==> src/rtl/joypad_port_if.sv <==
// Signal bundle for the NES controller port: CPU-side strobe/read/data,
// the physical pad wires, and the committed button frames.
interface joypad_port_if;
  logic [2:0] ctrl_strobe;
  logic [1:0] ctrl_rd;
  logic [1:0] ctrl_data;
  logic       pad_latch;
  logic       pad_clk;
  logic [1:0] pad_data;
  logic [7:0] buttons0;
  logic [7:0] buttons1;

  // master is the surrounding system (APU decode plus the pads); slave is the port block
  modport master (
    output ctrl_strobe, ctrl_rd, pad_data,
    input  ctrl_data, pad_latch, pad_clk, buttons0, buttons1
  );

  modport slave (
    input  ctrl_strobe, ctrl_rd, pad_data,
    output ctrl_data, pad_latch, pad_clk, buttons0, buttons1
  );
endinterface

==> src/rtl/joypad_port.sv <==
// NES controller port: polls two physical pads over latch/clock/data and
// emulates the 4021 shift registers the CPU reads at $4016/$4017.
module joypad_port #(
  parameter int HALF        = 300,
  parameter int POLL_CYCLES = 357954
) (
  input  logic         clk,
  input  logic         rst,
  joypad_port_if.slave bus
);

  localparam int CNT_W = $clog2(POLL_CYCLES);
  localparam int PH_W  = $clog2(2 * HALF);

  typedef enum logic [2:0] {
    IDLE,
    LATCH,
    LOW,
    HIGH,
    COMMIT
  } state_t;

  state_t            state, state_nx;
  logic [CNT_W-1:0]  poll_cnt;
  logic [PH_W-1:0]   phase, phase_nx;
  logic [2:0]        bit_idx, bit_idx_nx;
  logic              capture_en;
  logic              commit_en;
  logic [1:0]        sync1, sync2;
  logic [7:0]        cap0, cap1;
  logic [7:0]        btn0, btn1;
  logic [7:0]        sr0, sr1;
  logic [1:0]        unused_strobe_bits;

  assign unused_strobe_bits = bus.ctrl_strobe[2:1];

  // NOTE: sequential state uses non-blocking <= so every flop samples pre-edge values.
  always_ff @(posedge clk) begin
    if (rst) begin
      poll_cnt <= '0;
    end else if (poll_cnt == CNT_W'(POLL_CYCLES - 1)) begin
      poll_cnt <= '0;
    end else begin
      poll_cnt <= poll_cnt + 1'b1;
    end
  end

  always_ff @(posedge clk) begin
    if (rst) begin
      state   <= IDLE;
      phase   <= '0;
      bit_idx <= '0;
    end else begin
      state   <= state_nx;
      phase   <= phase_nx;
      bit_idx <= bit_idx_nx;
    end
  end

  // NOTE: every output of this block gets a default first, so no latches are inferred.
  always_comb begin
    state_nx   = state;
    phase_nx   = phase + 1'b1;
    bit_idx_nx = bit_idx;
    capture_en = 1'b0;
    commit_en  = 1'b0;
    unique case (state)
      IDLE: begin
        phase_nx = '0;
        // Decide one cycle early so LATCH occupies the cycle the counter reads POLL_CYCLES-1.
        if (poll_cnt == CNT_W'(POLL_CYCLES - 2)) state_nx = LATCH;
      end
      LATCH: begin
        if (phase == PH_W'(2 * HALF - 1)) begin
          state_nx   = LOW;
          phase_nx   = '0;
          bit_idx_nx = '0;
        end
      end
      LOW: begin
        if (phase == PH_W'(HALF - 1)) begin
          capture_en = 1'b1;
          phase_nx   = '0;
          state_nx   = (bit_idx == 3'd7) ? COMMIT : HIGH;
        end
      end
      HIGH: begin
        if (phase == PH_W'(HALF - 1)) begin
          phase_nx   = '0;
          bit_idx_nx = bit_idx + 1'b1;
          state_nx   = LOW;
        end
      end
      COMMIT: begin
        commit_en = 1'b1;
        phase_nx  = '0;
        state_nx  = IDLE;
      end
      default: begin
        phase_nx = '0;
        state_nx = IDLE;
      end
    endcase
  end

  always_ff @(posedge clk) begin
    if (rst) begin
      sync1 <= '0;
      sync2 <= '0;
      cap0  <= '0;
      cap1  <= '0;
      btn0  <= '0;
      btn1  <= '0;
    end else begin
      sync1 <= bus.pad_data;
      sync2 <= sync1;
      // Pad data is active-low on the wire; stored frames use 1 = pressed.
      if (capture_en) begin
        cap0[bit_idx] <= ~sync2[0];
        cap1[bit_idx] <= ~sync2[1];
      end
      if (commit_en) begin
        btn0 <= cap0;
        btn1 <= cap1;
      end
    end
  end

  // Strobe reload has priority over a read; exhausted registers shift in 1s.
  always_ff @(posedge clk) begin
    if (rst) begin
      sr0 <= '0;
      sr1 <= '0;
    end else begin
      if (bus.ctrl_strobe[0])  sr0 <= btn0;
      else if (bus.ctrl_rd[0]) sr0 <= {1'b1, sr0[7:1]};
      if (bus.ctrl_strobe[0])  sr1 <= btn1;
      else if (bus.ctrl_rd[1]) sr1 <= {1'b1, sr1[7:1]};
    end
  end

  assign bus.pad_latch = (state == LATCH);
  assign bus.pad_clk   = (state == HIGH);
  assign bus.ctrl_data = {sr1[0], sr0[0]};
  assign bus.buttons0  = btn0;
  assign bus.buttons1  = btn1;

endmodule

==> src/flat_wrapper.sv <==
// flat-port wrapper written by rule: the top's interface ports become plain ports
module joypad_port_flat 
#(
  parameter int HALF        = 300,
  parameter int POLL_CYCLES = 357954
)
  (clk, rst, bus_ctrl_strobe, bus_ctrl_rd, bus_pad_data, bus_ctrl_data, bus_pad_latch, bus_pad_clk, bus_buttons0, bus_buttons1);
  joypad_port_if bus_i ();
  input  logic clk;
  input  logic rst;
  input wire logic [$bits(bus_i.ctrl_strobe)-1:0] bus_ctrl_strobe;
  input wire logic [$bits(bus_i.ctrl_rd)-1:0] bus_ctrl_rd;
  input wire logic [$bits(bus_i.pad_data)-1:0] bus_pad_data;
  output wire logic [$bits(bus_i.ctrl_data)-1:0] bus_ctrl_data;
  output wire logic [$bits(bus_i.pad_latch)-1:0] bus_pad_latch;
  output wire logic [$bits(bus_i.pad_clk)-1:0] bus_pad_clk;
  output wire logic [$bits(bus_i.buttons0)-1:0] bus_buttons0;
  output wire logic [$bits(bus_i.buttons1)-1:0] bus_buttons1;
  assign bus_i.ctrl_strobe = bus_ctrl_strobe;
  assign bus_i.ctrl_rd = bus_ctrl_rd;
  assign bus_i.pad_data = bus_pad_data;
  assign bus_ctrl_data = bus_i.ctrl_data;
  assign bus_pad_latch = bus_i.pad_latch;
  assign bus_pad_clk = bus_i.pad_clk;
  assign bus_buttons0 = bus_i.buttons0;
  assign bus_buttons1 = bus_i.buttons1;
  joypad_port #(.HALF(HALF), .POLL_CYCLES(POLL_CYCLES)) u_core (.clk(clk), .rst(rst), .bus(bus_i));
endmodule
==> config.mk <==
export PLATFORM = sky130hd
export DESIGN_NAME = joypad_port_flat
export DESIGN_NICKNAME = d
export VERILOG_FILES = /design/src/rtl/joypad_port_if.sv /design/src/rtl/joypad_port.sv /design/src/flat_wrapper.sv
export SDC_FILE = /design/constraint.sdc
export NUM_CORES = 1
export LEC_CHECK = 0
export BUFFER_PORTS_ARGS = -buffer_cell sky130_fd_sc_hd__buf_4
export CAP_MARGIN = 25
export CORE_AREA = 2 2 95 87
export CTS_CLUSTER_DIAMETER = 100
export CTS_CLUSTER_SIZE = 14
export DETAILED_ROUTE_END_ITERATION = 12
export DIE_AREA = 0 0 97 89
export GPL_ROUTABILITY_DRIVEN = 0
export PLACE_DENSITY = 0.72
export SLEW_MARGIN = 5
export SYNTH_ARGS = -nofsm -noshare
export SYNTH_HDL_FRONTEND = slang
export SYNTH_SLANG_ARGS = --single-unit
==> constraint.sdc <==
create_clock -name clk -period 5.3 [get_ports clk]
set_input_delay 1.59 -clock clk [delete_from_list [all_inputs] [get_ports clk]]
set_output_delay 1.59 -clock clk [all_outputs]
set_load 0.01 [all_outputs]
Word-level counts from Yosys, hierarchy flattened
Index checks and enable logic that the tools add are counted.
{ "word_totals": {"register_bits": 87, "input_bits": 9, "out_inout_bits": 20, "elab_cells": 64} }
{ "op_classes": {"add_sub_neg": 3, "n_lt_le_gt_ge": 2, "eq_ne": 13, "muxes": 23, "bitwise_logic": 2, "reduce_logical": 9} }
{ "op_table": {"columns": ["operator", "n"], "rows": [
  ["19-bit equality test, second input constant", 2],
  ["8-bit 2-to-1 mux", 4],
  ["3-bit 2-to-1 mux", 7],
  ["10-bit 2-to-1 mux", 2],
  ["10-bit one-hot mux with 2 select lines", 1],
  ["19-bit by 1-bit adder with 19-bit output, second input constant", 1],
  ["8-bit bitwise mux", 2],
  ["3-bit one-hot mux with 4 select lines", 1],
  ["10-bit by 1-bit adder with 10-bit output, second input constant", 1],
  ["10-bit equality test, second input constant", 1],
  ["10-bit by 9-bit equality test with 1-bit output, second input constant", 1],
  ["2-bit by 1-bit inequality test with 1-bit output, second input constant", 4],
  ["3-bit by 2-bit equality test with 1-bit output, second input constant", 2],
  ["3-bit equality test, second input constant", 2],
  ["3-bit one-hot mux with 2 select lines", 1],
  ["2-bit nonzero test", 3],
  ["3-bit by 4-bit less-than comparator with 1-bit output, second input constant", 1],
  ["1-bit 2-to-1 mux", 4],
  ["4-bit AND reduction", 1],
  ["2-bit OR reduction", 2],
  ["3-bit by 1-bit adder with 3-bit output, second input constant", 1],
  ["1-bit demux with 3-bit select", 1],
  ["3-bit by 1-bit equality test with 1-bit output, second input constant", 1],
  ["3-bit by 1-bit greater-or-equal comparator with 1-bit output, second input constant", 1],
  ["4 further kinds", 5]
]} }

Longest topological paths before layout
Gate-level depths: netlist of run 1.
{ "logic_depth": {"ltp_word": 5, "mapped_depth": 6, "mapped_depth_nobuf": 5} }

Worst setup path before layout of run 1
No wires, ideal clock.
{ "synth_path": {"kind": "reg2out", "from": "reg u_core.state[2]", "to": "out bus_pad_latch", "t_arrival_ps": 1011, "path_slack_ps": 2699, "path_stages_with_launch": 4, "path_cell_list": "dfxtp_1 clkbuf_1 or3b_2 inv_1"} }
{ "synth_between": {"elab_chain_len": 1} }
{ "synth_lines": {"columns": ["element", "line_no", "text"], "rows": [
  ["start: declaration", "joypad_port.sv:23", "state_t state, state_nx;"],
  ["start signal: assignment", "joypad_port.sv:54", "state <= state_nx;"],
  ["3-bit by 1-bit equality test with 1-bit output", "joypad_port.sv:142", "assign bus.pad_latch = (state == LATCH);"],
  ["end: declaration", "flat_wrapper.sv:15", "output wire logic [$bits(bus_i.pad_latch)-1:0] bus_pad_latch;"]
]} }
No other way between the ends.

Final worst setup path of run 1
{ "layout_path": {"from": "reg u_core.state[0]", "to": "out bus_pad_latch"} }
Same word-level chain as after synthesis.

==> run_results.csv, run 1 <==
group,metric,value,unit
run_status,status,"finished clean",
final_layout,utilization,0.546,
sta,setup_violations,0,
yosys,synthMuxAreaShare,0.0804,
sta,fin_skew,0.0155,ns
final_layout,finalNonFillerCells,544,
yosys,synthTopCellsByArea,"dfxtp_1 47%, mux2i_1 8.0%, nor2_1 6.6%",
sta,max_clock_freq,0.327,GHz
routing,wl_per_cell,12.6,µm
yosys,synthArstFlopShare,0,
setup_path,reg2reg_from,"u_core.phase[0]",
placement,port_buffers,26,
yosys,synth_compound_area_frac,0.0848,
sta,finalCriticalPeriod,3.06,ns
final_layout,antennaDiodeCount,0,
clock_tree,clk_latency,0.36,ns
floorplan,row_count,30,
routing,antenna_left,0,
sta,worst_hold_slack,0.447,ns
clock_tree,post-cts-setup-buffers,0,
yosys,synth-seq-cells,87,
yosys,synth_most_common_cell,"dfxtp_1",
yosys,synthAdderAreaFrac,0.0201,
power_and_ir_drop,p_leak,1.61,nW
final_layout,layout.nets,458,
power_and_ir_drop,p_per_area,276,nW/µm²
setup_path,end_kind,"output port",
min_path,holdPathEnd,"u_core.bus.buttons0[1]",
run,maxCapViolCount,0,
yosys,yosys_warnings,0,
setup_path,cp_data_required_time,3.71,ns
yosys,synth_commonest_cells,"87 x dfxtp_1, 66 x nor2_1, 62 x nand2_1, 38 x a21oi_1, 30 x mux2i_1",
setup_path,crit_type,"reg -> out",
yosys,ys_types,48,
yosys,synth_area,3730,µm²
setup_path,startpoint_type,"register",
yosys,synth-xor-area-share,0.0469,
clock_tree,cts_tree,"done",
sta,worst_pin_slew,0.810,ns
yosys,syn_inst,430,
min_path,holdPathStages,2,
global_route,grt_pass1_wl,11900,µm
min_path,hold_start,"u_core.cap0[1]",
floorplan,io_pins,29,
clock_tree,clock_path_buffers,2,
sta,fin_setup_tns,0,ns
floorplan,start_util,0.495,
floorplan,dieHeight,89,µm
routing,dr.first_iter.drc_count,151,
clock_tree,cts_resized,0,
sta,relSlewSlack,0.456,
clock_tree,cts_root_buf,"clkbuf_8",
clock_tree,clk_pin_slew,0.09,ns
setup_path,reg2reg_slack,3.28,ns
global_route,grt_overflow,0,
floorplan,coreArea,7540,µm²
global_route,antenna_found_initial,0,
yosys,syn_nets,445,
clock_tree,clock_sinks,87,
final_layout,finalInstanceArea,4120,µm²
setup_path,crit_arrival,1.47,ns
yosys,yosysTopAreaCellShare,0.466,
final_layout,layout-drive-gt1-share,0.125,
sta,rsz0062_at_grt,"false",
global_route,grt_use_total,0.168,
final_layout,fillCellCount,688,
routing,via_per_inst,5.22,
yosys,syn_area_per_cell,8.68,µm²
sta,finalMaxSlewViolations,0,
placement,place_hpwl,4870,µm
routing,drc,0,
global_route,grt_start_max_net_pins,47,
routing,drtPass1Iterations,4,
clock_tree,ctsHoldBuffers,0,
setup_path,cp_max_fo,6,
routing,dr_total_vias,2837,
setup_path,r2r-end,"u_core.bit_idx[1]",
final_layout,syn_to_final_growth,10.3,%
yosys,yosysSeqAreaShare,0.466,
clock_tree,htree_levels,3,
sta,hold_viol,0,
yosys,synthFlopType,"dfxtp_1",
sta,fin_crit_sh,0.577,
clock_tree,cts_buffers,9,
yosys,synth_top_family_by_area,"simple AND/OR/NAND/NOR gates",
floorplan,die_w,97,µm
setup_path,reg2reg_depth,5,
yosys,yosys.area_share.simple,0.260,
yosys,synth-edff-count,0,
floorplan,dieArea,8630,µm²
placement,place_area,3940,µm²
min_path,hp-class,"reg -> reg",
yosys,synth_top_area_cell,"dfxtp_1",
global_route,grt_pass1_vias,2596,
power_and_ir_drop,ir_drop,0.000179,V
routing,wl,6860,µm
placement,place_inst,528,
==> how the worst max path moves through the flow <==
stage / to / slack [ns] / start
after floorplan: bus_pad_latch / 2.70 / u_core.state[2]
after global placement: u_core.state[0] / 2.37 / rst
after detailed placement: u_core.state[0] / 2.34 / rst
after global routing: bus_pad_latch / 2.18 / u_core.state[0]
after CTS: bus_pad_latch / 2.22 / u_core.state[0]
final: bus_pad_latch / 2.24 / u_core.state[0]
==> cell type report <==
| type | count | area (µm²) | area share |
|---|---|---|---|
| Multi-Input combinational cell | 307 | 1840 | 0.446 |
| Clock inverter | 6 | 50.0 | 0.0122 |
| Sequential cell | 87 | 1740 | 0.423 |
| Timing Repair Buffer | 26 | 195 | 0.0474 |
| Clock buffer | 10 | 128 | 0.0310 |
| Tap cell | 96 | 120 | 0.0292 |
| Inverter | 12 | 45.0 | 0.0109 |
==> critical path, stage by stage (launching register included) <==
cell	delay, ns
dfxtp_1	0.45
or3b_2	0.50
inv_1	0.07
buf_4	0.11
==> power breakdown <==
part	internal, W	switching, W	total, W	leakage, nW
clock	0.000176	0.000244	0.000421	0.0839
sequential	0.000659	0.00000724	0.000666	0.702
combinational	0.0000170	0.0000308	0.0000478	0.819
==> cells in the final DEF, fill, tap and decap left out, types with 2 or more instances in the layout <==
cell type,count
mux2i_1,30
a211oi_1,2
xnor2_1,12
and3_1,3
inv_1,12
inv_6,3
or2_2,2
and2_1,3
nand2b_1,2
nor4_1,3
nor3_1,8
or3_1,7
clkinvlp_4,2
ha_1,6
nand2_1,62
nand4_1,5
xor2_1,8
dfxtp_1,87
a21oi_1,38
nand3_1,8
a31oi_1,2
or4_4,5
o21ai_0,6
nor2b_1,4
or3b_2,2
nor2_1,66
clkbuf_8,9
buf_4,26
o32ai_1,2
and4_1,4
==> through the flow <==
stage,power [W],setup slack [ns]
5_1_grt,0.00118,2.18
4_1_cts,0.00115,2.22
3_5_place_dp,0.000730,2.34
3_3_place_gp,0.000728,2.37
2_1_floorplan,0.000719,2.70
6_report,0.00113,2.24
==> state kept, by name, indices dropped and copies added, names as in the netlist <==
register,flops
u_core.bit_idx,3
u_core.bus.buttons0,8
u_core.bus.buttons1,8
u_core.cap0,8
u_core.cap1,8
u_core.phase,10
u_core.poll_cnt,19
u_core.sr0,8
u_core.sr1,8
u_core.state,3
u_core.sync1,2
u_core.sync2,2
==> cells by family (layout without fill, tap and decap cells) <==
kind of cell             count (synthesis)  count (layout)
multiplexers                            30              30
flip-flops                              87              87
buffers and inverters                   36              54
AO/OA/AOI/OAI                           56              56
XOR/XNOR                                20              20
AND/OR/NAND/NOR                        195             195
adder cells (fa/ha/maj)                  6               6
==> metal layers <==
layer | vias up | global-route usage | part of all wire
met5 | - | 0 | 0
met4 | 0 | 0.0602 | 0.0087
met3 | 6 | 0.0485 | 0.038
met2 | 50 | 0.280 | 0.46
met1 | 1296 | 0.211 | 0.49
li1 | 1485 | - | -
Note: power is estimated with default switching activity, not from simulation.
==> inputs of run 2 (changes only) <==
--- a/config.mk
+++ b/config.mk
@@ -13,7 +13,7 @@
 export DETAILED_ROUTE_END_ITERATION = 12
 export DIE_AREA = 0 0 97 89
 export GPL_ROUTABILITY_DRIVEN = 0
-export PLACE_DENSITY = 0.72
+export PLACE_DENSITY = 0.75
 export SLEW_MARGIN = 5
 export SYNTH_ARGS = -nofsm -noshare
 export SYNTH_HDL_FRONTEND = slang
==> constraint.sdc (replaced) <==
create_clock -name clk -period 2.54 [get_ports clk]
set_input_delay 0.762 -clock clk [delete_from_list [all_inputs] [get_ports clk]]
set_output_delay 0.762 -clock clk [all_outputs]
set_load 0.01 [all_outputs]
==> run 2 against run 1 <==
Combinational power grew 110%. Sequential cell count is the same. Hold slack is essentially flat. Critical endpoint unchanged. Die area is the same. Global-route usage shrank 0.26 points. Routed wire length grew 0.73%. Clock power grew to 2.8 times the previous value. Critical path depth is the same.
==> run_results.csv, run 2 (synthesis results as in run 1) <==
group,metric,value,unit
global_route,grt_overflow,0,
sta,finalMaxSlewViolations,0,
global_route,grt_most_used_layer,"met2",
final_layout,reg_top3,"u_core.poll_cnt (19), u_core.phase (10)",
global_route,gr-usage-met1,0.207,
sta,hold_viol,0,
clock_tree,cts_root_buf,"clkbuf_8",
sta,finalCriticalPeriod,2.22,ns
sta,final.setup.worst_slack,0.315,ns
final_layout,utilization,0.558,
clock_tree,post-cts-setup-buffers,0,
clock_tree,clock_path_buffers,2,
setup_path,reg2reg_slack,0.55,ns
floorplan,dieHeight,89,µm
clock_tree,ctsHoldBuffers,0,
clock_tree,clk_latency,0.35,ns
final_layout,syn_to_final_growth,12.7,%
run_status,status,"finished clean",
routing,dr_total_vias,2851,
clock_tree,clk_pin_slew,0.08,ns
clock_tree,htree_levels,3,
setup_path,r2r-end,"u_core.phase[9]",
floorplan,start_util,0.495,
setup_path,crit_type,"reg -> out",
setup_path,crit_slowest_cell,"or3b_2",
clock_tree,cts_buffers,9,
power_and_ir_drop,p_leak,1.65,nW
global_route,grt_use_total,0.165,
routing,wl_per_cell,12.7,µm
global_route,antenna_found_initial,0,
setup_path,worstPathCellList,"or3b_2 -> inv_1 -> buf_4",
min_path,hp-class,"reg -> reg",
setup_path,startpoint_type,"register",
final_layout,layout-drive-gt1-share,0.131,
setup_path,crit_arrival,1.46,ns
global_route,grt_pass1_wl,11600,µm
final_layout,finalNonFillerCells,546,
clock_tree,clock_sinks,87,
sta,fin_setup_tns,0,ns
sta,fin_skew,0.00799,ns
setup_path,cp_num_buf_inv,2,
sta,fin_crit_sh,0.876,
final_layout,largest-register,"u_core.poll_cnt",
setup_path,cp_max_fo,6,
final_layout,largest_reg_flops,19,
global_route,grt_use_met2,0.277,
sta,rsz0062_at_grt,"false",
sta,setup_violations,0,
setup_path,cpPeakStageDelay,0.49,ns
placement,place_inst,530,
final_layout,final_cell_mix,"87 x dfxtp_1, 66 x nor2_1, 62 x nand2_1, 38 x a21oi_1, 30 x mux2i_1",
clock_tree,cts_resized,0,
setup_path,cp_data_required_time,1.78,ns
global_route,grt_start_max_net_pins,33,
routing,antenna_left,0,
min_path,holdPathEnd,"u_core.bus.buttons0[1]",
routing,drtPass1Iterations,4,
setup_path,end_kind,"output port",
final_layout,final_common_cell,"dfxtp_1",
routing,drc,0,
run,maxCapViolCount,0,
placement,place_ws,0.529,ns
clock_tree,cts_tree,"done",
final_layout,antennaDiodeCount,0,
sta,relSlewSlack,0.471,
power_and_ir_drop,p_per_area,634,nW/µm²
placement,port_buffers,26,
power_and_ir_drop,ir_drop,0.000330,V
placement,place_hpwl,4850,µm
routing,wl,6910,µm
global_route,use_met3,0.0422,
routing,via_per_inst,5.22,
final_layout,layout.nets,460,
sta,max_clock_freq,0.449,GHz
min_path,hold_start,"u_core.cap0[1]",
setup_path,reg2reg_depth,5,
floorplan,row_count,30,
routing,dr.first_iter.drc_count,120,
final_layout,finalInstanceArea,4210,µm²
floorplan,die_w,97,µm
sta,worst_pin_slew,0.788,ns
floorplan,coreArea,7540,µm²
setup_path,critPathTopFamily,"simple AND/OR/NAND/NOR gates",
setup_path,reg2reg_from,"u_core.phase[0]",
final_layout,fillCellCount,679,
global_route,grt_pass1_vias,2559,
min_path,holdPathStages,2,
placement,place_area,3960,µm²
floorplan,dieArea,8630,µm²
floorplan,io_pins,29,
run 2: cell types whose count changed in the layout (fill, tap and decap cells not counted), sizes merged:
cell      before  now
bufinv         0    3
buf           26   28
clkinv         1    0
clkinvlp       2    1
inv           15   14
run 2: how the worst max path moves through the flow:
stage / start / to / slack [ns] / depth (start not counted)
finish: u_core.state[0] / bus_pad_latch / 0.32 / 3
detailed placement: u_core.phase[0] / u_core.phase[2] / 0.53 / 5
global placement: rst / u_core.poll_cnt[8] / 0.61 / 4
CTS: u_core.state[0] / bus_pad_latch / 0.30 / 3
floorplan: u_core.phase[0] / u_core.bit_idx[1] / 0.76 / 6
global route: u_core.state[0] / bus_pad_latch / 0.24 / 3
run 2: layout make-up:
| class | instances | area, µm² | area share |
|---|---|---|---|
| Clock buffer | 10 | 138 | 0.0327 |
| Multi-Input combinational cell | 307 | 1840 | 0.437 |
| Tap cell | 96 | 120 | 0.0285 |
| Timing Repair Buffer | 28 | 210 | 0.0500 |
| Sequential cell | 87 | 1740 | 0.414 |
| Inverter | 12 | 45.0 | 0.0107 |
| Clock inverter | 6 | 115 | 0.0274 |
run 2: power breakdown:
part | internal [W] | switching [W] | total [W]
registers | 0.00137 | 0.0000155 | 0.00139
logic | 0.0000375 | 0.0000642 | 0.000102
clock network | 0.000687 | 0.000490 | 0.00118
run 2: per-stage QoR:
step / hold WS, ns / power [W]
after floorplan: 0.414 / 0.00150
after global placement: 0.439 / 0.00152
after detailed placement: 0.447 / 0.00152
after CTS: 0.452 / 0.00270
after global routing: 0.477 / 0.00277
final: 0.447 / 0.00267
run 2: worst reg2reg max path, delay by kind of cell (launching register included):
kind,cells,cell delay (ns)
AOI/OAI and AO/OA,2,0.94
adders and majority gates,1,0.24
DFF,1,0.34
and+or+nand+nor,2,0.41
run 2: routing by layer:
metal / vias to the layer above / share of wire
li1: 1487 / -
met1: 1311 / 0.49
met2: 44 / 0.46
met3: 9 / 0.038
met4: 0 / 0.013
met5: - / 0
==> inputs of run 3 (changes only) <==
--- a/config.mk
+++ b/config.mk
@@ -7,13 +7,15 @@
 export LEC_CHECK = 0
 export BUFFER_PORTS_ARGS = -buffer_cell sky130_fd_sc_hd__buf_4
 export CAP_MARGIN = 25
-export CORE_AREA = 2 2 95 87
+export CELL_PAD_IN_SITES_DETAIL_PLACEMENT = 1
+export CELL_PAD_IN_SITES_GLOBAL_PLACEMENT = 2
+export CORE_AREA = 2 2 116 106
 export CTS_CLUSTER_DIAMETER = 100
 export CTS_CLUSTER_SIZE = 14
 export DETAILED_ROUTE_END_ITERATION = 12
-export DIE_AREA = 0 0 97 89
+export DIE_AREA = 0 0 118 108
 export GPL_ROUTABILITY_DRIVEN = 0
-export PLACE_DENSITY = 0.75
+export PLACE_DENSITY = 0.79
 export SLEW_MARGIN = 5
 export SYNTH_ARGS = -nofsm -noshare
 export SYNTH_HDL_FRONTEND = slang
==> run 3 against run 2 <==
Hold slack better by 0.0035 ns. Critical path depth stayed put. Power is 6.8% higher. Final area is 3.3% higher. Register-to-register slack better by 0.08 ns. Via count is 2.8% higher. Clock-buffer cell count stayed put. Largest cell class unchanged. Critical path type unchanged.
==> run_results.csv, run 3 (synthesis results as in run 1) <==
group,metric,value,unit
floorplan,row_count,37,
clock_tree,clk_latency,0.35,ns
floorplan,start_util,0.327,
routing,wl,8000,µm
routing,antenna_left,0,
final_layout,multi_input_area,1840,µm²
clock_tree,clk_pin_slew,0.07,ns
clock_tree,cts_tree,"done",
sta,rsz0062_at_grt,"false",
clock_tree,htree_levels,3,
final_layout,utilization,0.380,
run_status,status,"finished clean",
setup_path,cp_max_fo,6,
power_and_ir_drop,power,0.00285,W
setup_path,crit_type,"reg -> out",
sta,fin_skew,0.00822,ns
routing,wl_per_cell,13.2,µm
floorplan,coreArea,11400,µm²
run,maxCapViolCount,0,
global_route,grt_pass1_wl,14000,µm
final_layout,largest-register,"u_core.poll_cnt",
sta,max_clock_freq,0.450,GHz
routing,drc,0,
final_layout,largest_reg_flops,19,
sta,fin_crit_sh,0.875,
global_route,antenna_found_initial,0,
final_layout,final_cell_mix,"87 x dfxtp_1, 66 x nor2_1, 62 x nand2_1, 38 x a21oi_1, 30 x mux2i_1",
clock_tree,cts_root_buf,"clkbuf_16",
setup_path,end_kind,"output port",
setup_path,cpPeakStageDelay,0.50,ns
clock_tree,clock_path_buffers,2,
final_layout,fillCellCount,1388,
routing,drtPass1Iterations,4,
sta,hold_viol,0,
global_route,grt_pass1_vias,2864,
floorplan,io_pins,29,
sta,finalMaxSlewViolations,0,
routing,via_per_inst,4.83,
global_route,grt_overflow,0,
clock_tree,clock_sinks,87,
placement,port_buffers,26,
min_path,hp-class,"reg -> reg",
final_layout,layout.nets,461,
final_layout,layout-drive-gt1-share,0.133,
setup_path,crit_slowest_cell,"or3b_2",
clock_tree,cts_buffers,9,
setup_path,crit_arrival,1.46,ns
setup_path,worstPathCellList,"or3b_2 -> inv_1 -> buf_4",
setup_path,startpoint_type,"register",
floorplan,die_w,118,µm
sta,fin_setup_tns,0,ns
routing,dr.first_iter.drc_count,78,
floorplan,dieArea,12700,µm²
clock_tree,cts_resized,0,
placement,place_hpwl,5650,µm
routing,dr_total_vias,2931,
global_route,grt_use_total,0.138,
final_layout,antennaDiodeCount,0,
sta,worst_hold_slack,0.450,ns
clock_tree,ctsHoldBuffers,0,
sta,finalCriticalPeriod,2.22,ns
final_layout,regArea,1740,µm²
power_and_ir_drop,p_per_area,656,nW/µm²
final_layout,reg_top3,"u_core.poll_cnt (19), u_core.phase (10)",
final_layout,final_common_cell,"dfxtp_1",
power_and_ir_drop,ir_drop,0.000282,V
floorplan,dieHeight,108,µm
clock_tree,post-cts-setup-buffers,0,
final_layout,syn_to_final_growth,16.4,%
global_route,grt_start_max_net_pins,33,
setup_path,cp_data_required_time,1.78,ns
sta,worst_pin_slew,0.586,ns
sta,relSlewSlack,0.608,
power_and_ir_drop,p_leak,1.69,nW
sta,setup_violations,0,
[run 3: layout make-up]
class | instances | share of cell area
clock inverter | 6 | 0.0161
tap | 156 | 0.0449
multi-input combinational | 307 | 0.423
inverter | 12 | 0.0104
sequential | 87 | 0.401
clock buffer | 10 | 0.0550
timing repair buffer | 29 | 0.0501
[run 3: through the flow]
step | area, µm² | worst slack (ns) | std cells
floorplan | 3730 | 0.763 | 430
global placement | 4040 | 0.669 | 591
detailed placement | 4040 | 0.611 | 591
CTS | 4350 | 0.299 | 607
global route | 4350 | 0.250 | 607
finish | 4350 | 0.317 | 607
[run 3: power by group]
| part | switching [W] | total (W) | internal, W |
|---|---|---|---|
| clock | 0.000559 | 0.00135 | 0.000794 |
| combinational | 0.0000672 | 0.000106 | 0.0000390 |
| sequential | 0.0000149 | 0.00139 | 0.00138 |
[run 3: critical path: cells and delay by family (launching register included)]
family,cells,cell delay (ns)
simple gates,1,0.50
buf+inv,2,0.18
flops,1,0.44
[run 3: final timing paths]
kind	startpoint	to	slack [ns]	cells after the start
max reg2reg	u_core.phase[0]	u_core.cap1[6]	0.63	5
min reg2reg	u_core.cap0[4]	u_core.bus.buttons0[4]	0.45	2
min	u_core.cap0[4]	u_core.bus.buttons0[4]	0.45	2
max	u_core.state[0]	bus_pad_latch	0.32	3
[run 3: layer usage]
layer | up-vias | wire length (µm) | global-route usage
met2 | 40 | 3490 | 0.213
met1 | 1378 | 4010 | 0.176
met3 | 14 | 307 | 0.0427
met5 | - | 0 | 0
li1 | 1499 | - | -
met4 | 0 | 187 | 0.0697
